## config.mk

```make
export PLATFORM = sky130hd
export DESIGN_NAME = uart_rx_core
export DESIGN_NICKNAME = d
export VERILOG_FILES = /design/src/rtl/uart_rx_core.sv
export SDC_FILE = /design/constraint.sdc
export NUM_CORES = 1
export LEC_CHECK = 0
export CAP_MARGIN = 15
export CORE_ASPECT_RATIO = 0.75
export CORE_UTILIZATION = 50
export CTS_CLUSTER_DIAMETER = 80
export CTS_CLUSTER_SIZE = 20
export DETAILED_ROUTE_END_ITERATION = 7
export PLACE_DENSITY_LB_ADDON = 0.1
export SYNTH_ARGS = -nofsm -noshare
export SYNTH_HDL_FRONTEND = slang
export SYNTH_SLANG_ARGS = --single-unit
```

## constraint.sdc

```tcl
create_clock -name RSClk -period 7.8 [get_ports RSClk]
set_input_delay 1.17 -clock RSClk [delete_from_list [all_inputs] [get_ports RSClk]]
set_output_delay 1.17 -clock RSClk [all_outputs]
set_load 0.02 [all_outputs]
```

## src/rtl/uart_rx_core.sv

```systemverilog
// Purpose : 8N1 UART receiver with 16x oversampling, selectable bit rate and a one-byte holding register.
// Latency : RxData/RxStatus update one RSClk after the stop-bit centre tick (~152*DIV + 3 cycles after start edge).
// Backpressure: none on the line; an unfetched byte is overwritten and flagged as overrun (RxStatus 11).
// Ports   : RSClk clock, Reset_n async active-low reset, RxBitRate rate select, xipRXD async serial in,
//           RxFetch consumer-taken pulse, RxData last byte, RxStatus 00/01/10/11, RxBusy frame in progress.
module uart_rx_core #(
    parameter int SYNC_STAGES = 2
) (
    input  logic       RSClk,
    input  logic       Reset_n,
    input  logic [3:0] RxBitRate,
    input  logic       xipRXD,
    input  logic       RxFetch,
    output logic [7:0] RxData,
    output logic [1:0] RxStatus,
    output logic       RxBusy
);

    typedef enum logic [1:0] {IDLE, START, DATA, STOP} state_t;

    localparam logic [8:0] DIV_9600   = 9'd326;
    localparam logic [1:0] FLUSH_LAST = 2'(SYNC_STAGES);

    state_t                 state_q, state_d;
    logic [SYNC_STAGES-1:0] sync_q, sync_d;
    logic [1:0]             flush_q, flush_d;
    logic                   line_prev_q, line_prev_d;
    logic [8:0]             div_q, div_d;
    logic [8:0]             prescale_q, prescale_d;
    logic [3:0]             tick_cnt_q, tick_cnt_d;
    logic [2:0]             bit_cnt_q, bit_cnt_d;
    logic [7:0]             shift_q, shift_d;
    logic [7:0]             data_q, data_d;
    logic [1:0]             status_q, status_d;
    logic                   busy_q, busy_d;

    logic       rxd_s;
    logic       fall;
    logic       tick;
    logic       load;
    logic [8:0] rate_div;

    always_comb begin
        case (RxBitRate)
            4'd1:    rate_div = 9'd163;
            4'd2:    rate_div = 9'd81;
            4'd3:    rate_div = 9'd54;
            4'd4:    rate_div = 9'd27;
            default: rate_div = DIV_9600;
        endcase
    end

    always_comb begin
        rxd_s = sync_q[SYNC_STAGES-1];
        fall  = line_prev_q & ~rxd_s;
        tick  = (prescale_q == (div_q - 9'd1));

        sync_d  = {sync_q[SYNC_STAGES-2:0], xipRXD};
        flush_d = (flush_q == FLUSH_LAST) ? flush_q : flush_q + 2'd1;
        // The synchroniser resets to all-ones, so its output is not the real line
        // until it has been flushed. Until then the previous-line value is forced
        // low, so a line held low through reset release never looks like a start edge.
        line_prev_d = (flush_q == FLUSH_LAST) ? rxd_s : 1'b0;

        state_d    = state_q;
        div_d      = div_q;
        prescale_d = tick ? 9'd0 : prescale_q + 9'd1;
        tick_cnt_d = tick ? tick_cnt_q + 4'd1 : tick_cnt_q;
        bit_cnt_d  = bit_cnt_q;
        shift_d    = shift_q;
        data_d     = data_q;
        status_d   = status_q;
        load       = 1'b0;

        case (state_q)
            IDLE: begin
                // Rate is only sampled between frames; counters are held clear so
                // the first tick lands DIV cycles after the start edge.
                div_d      = rate_div;
                prescale_d = 9'd0;
                tick_cnt_d = 4'd0;
                bit_cnt_d  = 3'd0;
                if (fall) begin
                    state_d = START;
                end
            end
            START: begin
                if (tick && tick_cnt_q == 4'd7) begin
                    if (rxd_s) begin
                        state_d = IDLE;
                    end else begin
                        tick_cnt_d = 4'd0;
                        state_d    = DATA;
                    end
                end
            end
            DATA: begin
                if (tick && tick_cnt_q == 4'd15) begin
                    shift_d   = {rxd_s, shift_q[7:1]};
                    bit_cnt_d = bit_cnt_q + 3'd1;
                    if (bit_cnt_q == 3'd7) begin
                        state_d = STOP;
                    end
                end
            end
            STOP: begin
                // Returning to IDLE at the stop centre lets the next start edge be
                // caught in the second half of the stop bit.
                if (tick && tick_cnt_q == 4'd15) begin
                    load    = 1'b1;
                    state_d = IDLE;
                end
            end
            default: state_d = IDLE;
        endcase

        if (load) begin
            data_d = shift_q;
            if (!rxd_s) begin
                status_d = 2'b10;
            end else if (status_q != 2'b00 && !RxFetch) begin
                status_d = 2'b11;
            end else begin
                status_d = 2'b01;
            end
        end else if (RxFetch && status_q != 2'b00) begin
            status_d = 2'b00;
        end

        busy_d = (state_d != IDLE);
    end

    always_ff @(posedge RSClk or negedge Reset_n) begin
        if (!Reset_n) begin
            state_q     <= IDLE;
            sync_q      <= '1;
            flush_q     <= 2'd0;
            line_prev_q <= 1'b0;
            div_q       <= DIV_9600;
            prescale_q  <= 9'd0;
            tick_cnt_q  <= 4'd0;
            bit_cnt_q   <= 3'd0;
            shift_q     <= 8'h00;
            data_q      <= 8'h00;
            status_q    <= 2'b00;
            busy_q      <= 1'b0;
        end else begin
            state_q     <= state_d;
            sync_q      <= sync_d;
            flush_q     <= flush_d;
            line_prev_q <= line_prev_d;
            div_q       <= div_d;
            prescale_q  <= prescale_d;
            tick_cnt_q  <= tick_cnt_d;
            bit_cnt_q   <= bit_cnt_d;
            shift_q     <= shift_d;
            data_q      <= data_d;
            status_q    <= status_d;
            busy_q      <= busy_d;
        end
    end

    assign RxData   = data_q;
    assign RxStatus = status_q;
    assign RxBusy   = busy_q;

endmodule

```

==> flow_summary.toml <==
[status]
outcome = "finished, violations left"
violations = "DRC"

[global_route]
grtUsageMet2_pct = 27.9
antenna_found_initial = 0
grt_first_pass_wirelength_mm = 7.96
grt.overflow.total = 0
use_met1_pct = 28.7
grt_util_met3_pct = 4.46
grtUsageTotal_pct = 19.3
grt_pass1_vias = 1643
grt_max_degree = 52
busiest_layer = "met1"

[placement]
dpl.hpwl_mm = 3.22
dp_slack_ns = 4.83
dp.cells = 302
io_buffers = 18
detailed_place.area_sq_um = 2730
place_congestion = 0.837

[setup_path]
worstSetupStartpointType = "flip-flop"
worstSetupEndpointType = "flip-flop"
path_class = "flip-flop to flip-flop"
crit_chain = "inv_1 > ha_1 > nor3b_1 > a31oi_1 > or2_0 > nor4b_4 > mux2_2"
startpoint = "div_q[0]"
critPathBufInv = 1
cp_top_family = "simple AND/OR/NAND/NOR gates"
reg2reg_from = "div_q[0]"
worstPathArrival_ns = 3.19
cp_max_fo = 10
max_stage_delay_ns = 0.67
crit_required_ns = 8.00
slowest_stage = "nor4b_4"

[cells_and_area]
fin_nets = 266
stdcell_count = 310
syn2layout_area_growth_pct = 12.2
post-route-util_pct = 60.7
finalInstanceArea_sq_um = 2830
drive_gt1_share_pct = 16.2
antenna_cells = 0

[sta]
fin_tns_setup_ns = 0
slew_headroom_pct = 50.8
fin_crit_sh_pct = 38.4
finalClockSkew_ns = 0.0112
fmax_mhz = 334
rsz0062_at_grt = "no"
slew_violations = 0
setup_slack_ns = 4.81
final_hold_viol_count = 0
period_needed_ns = 2.99
finalSetupViolCount = 0
tightest_slew_ns = 0.735

[die]
dieWidth_um = 84.0
num_rows = 21
start_util_pct = 54.2
core_area_sq_um = 4650
ios = 19
dieArea_sq_um = 5330
die-height_um = 63.5

[synth]
ys_seq_area_share_pct = 51.0
yosys_warnings = 0
synth_cells = 236
synth_top_area_cell = "dfrtp_1"
synth_cell_types = 49
ys_top_cells_by_area = "dfrtp_1, mux2_2, dfstp_2, xnor2_1, xor2_1"
synth.net_count = 250
synth-main-ff-cell = "dfrtp_1"
ys_ff_latch = 51
netlist_area_sq_um = 2520
synth-edff-count = 0
async_reset_ff_share_pct = 100
synth_top_cell_area_share_pct = 44.7
syn_area_per_cell_sq_um = 10.7

[clock_tree]
cts_buffers = 5
cts_resized = 0
clk_pin_slew_worst_paths_ns = 0.10
post_cts_buffers = 0
tritoncts = "yes"
clock_latency_ns = 0.31
cts_sinks = 51
cts_max_level = 2
cts-root-buf = "clkbuf_8"
clockBufferDepth = 2
ctsHoldBuffers = 0

[detailed_routing]
ant_nets = 0
route.detailed.drc = 4
first_pass_iters = 8
via_count = 1724
post_drt_wl_per_cell_um = 14.8
drt-initial-drc-count = 79
vias_per_cell = 5.56
wirelength_mm = 4.58

[pwr]
internal_power_uw = 432
power_frac_comb_pct = 22.5
swShare_pct = 33.7
power_frac_seq_pct = 53.0
ir_drop_v = 0.000105
leakage_nw = 1.25
p_sw_uw = 220
pwr-share-clk_pct = 24.5
p_per_area_nw_per_um2 = 231

[worst_hold_path]
hp-start = "sync_q[0]"
hold_class = "flip-flop to flip-flop"

[job]
maxCapViolations = 0
==> worst register-to-register path: stages (launching register included) <==
cell and delay [ns]:
dfrtp_1 0.42, inv_1 0.09, ha_1 0.17, nor3b_1 0.50
a31oi_1 0.18, or2_0 0.44, nor4b_4 0.67, mux2_2 0.41
==> cells in the mapped netlist (2+ instances only) <==
cell type	number
nor3_1	8
nor2b_1	2
clkbuf_1	8
a21oi_1	9
nor2_1	23
and2_1	3
nand4_1	6
dfstp_2	6
buf_2	2
dfrtp_1	45
mux2_2	16
nand3_1	7
xnor2_1	12
o21ai_0	8
ha_1	6
and3_1	2
xor2_1	10
o21a_1	2
nand2_1	19
mux2i_1	2
a31oi_1	2
or4_1	2
o31ai_1	2
inv_1	8
nand2b_1	2
==> power by group through the flow <==
stage	registers (mW)	clock network [mW]	logic (mW)
2_1_floorplan	0.332	0	0.129
3_3_place_gp	0.350	0	0.144
3_5_place_dp	0.349	0	0.147
4_1_cts	0.345	0.164	0.147
5_1_grt	0.352	0.174	0.168
6_report	0.346	0.160	0.146
==> cell usage in the layout (no fill, tap or decap), types with 2 or more instances in the layout <==
cell	instances
nand4_1	6
o21ai_0	8
xor2_1	10
o21a_1	2
o31ai_1	2
nor2b_1	2
clkdlybuf4s50_1	17
inv_1	8
nor2_1	23
a31oi_1	2
dfstp_2	6
nand2_1	19
nor3_1	8
clkbuf_8	5
ha_1	6
or4_1	2
a21oi_1	9
nand2b_1	2
mux2i_1	2
and2_1	3
nand3_1	7
and3_1	2
xnor2_1	12
dfrtp_1	45
buf_4	2
mux2_2	16
==> logic make-up (layout without fill, tap and decap cells) <==
family,after synthesis,in the layout,synth area share (%)
XOR/XNOR,22,22,7.65
AO/OA/AOI/OAI,36,36,9.39
buffers and inverters,19,36,3.23
adder cells (fa/ha/maj),6,6,2.98
multiplexers,18,18,7.95
AND/OR/NAND/NOR,84,84,17.8
flip-flops,51,51,51.0
==> through the flow <==
| stage | hold WS [ns] | power (mW) |
|---|---|---|
| after detailed placement | 0.347 | 0.497 |
| after floorplan | 0.345 | 0.461 |
| after global placement | 0.346 | 0.494 |
| after CTS | 0.362 | 0.656 |
| final | 0.363 | 0.652 |
| after global routing | 0.368 | 0.695 |
==> routing by layer <==
| layer | wire [um] | part of all wire, % | vias to the layer above |
|---|---|---|---|
| met1 | 2440 | 53 | 826 |
| met5 | 0 | 0 | - |
| met2 | 1890 | 41 | 32 |
| met3 | 209 | 4.6 | 5 |
| met4 | 42 | 0.92 | 0 |
| li1 | - | - | 861 |
==> final cells by class <==
| cell class | count | area, sq um |
|---|---|---|
| repair buffers | 20 | 190 |
| flip-flops and latches | 51 | 1280 |
| clock inverters | 3 | 27.5 |
| well taps | 57 | 71.3 |
| clock buffers | 5 | 68.8 |
| inverters | 8 | 30.0 |
| multi-input cells | 166 | 1150 |
| fillers | 398 | 1830 |
==> sequential cells by signal, summed over array words and instances, names as in the netlist <==
name,cells
bit_cnt_q,3
RxBusy,1
line_prev_q,1
div_q,9
flush_q,2
tick_cnt_q,4
state_q,2
RxData,8
shift_q,8
sync_q,2
RxStatus,2
prescale_q,9
==> final timing paths <==
check                           slack [ns]  cells after the start             to
worst max register to register        4.81                      7     shift_q[1]
worst min register to register        0.36                      0      sync_q[1]
min in group asynchronous             0.95                      2  tick_cnt_q[3]
max in group asynchronous             6.42                      2   bit_cnt_q[1]
worst min-delay path                  0.36                      0      sync_q[1]
worst max-delay path                  4.81                      7     shift_q[1]
(Power assumes the default switching activity.)
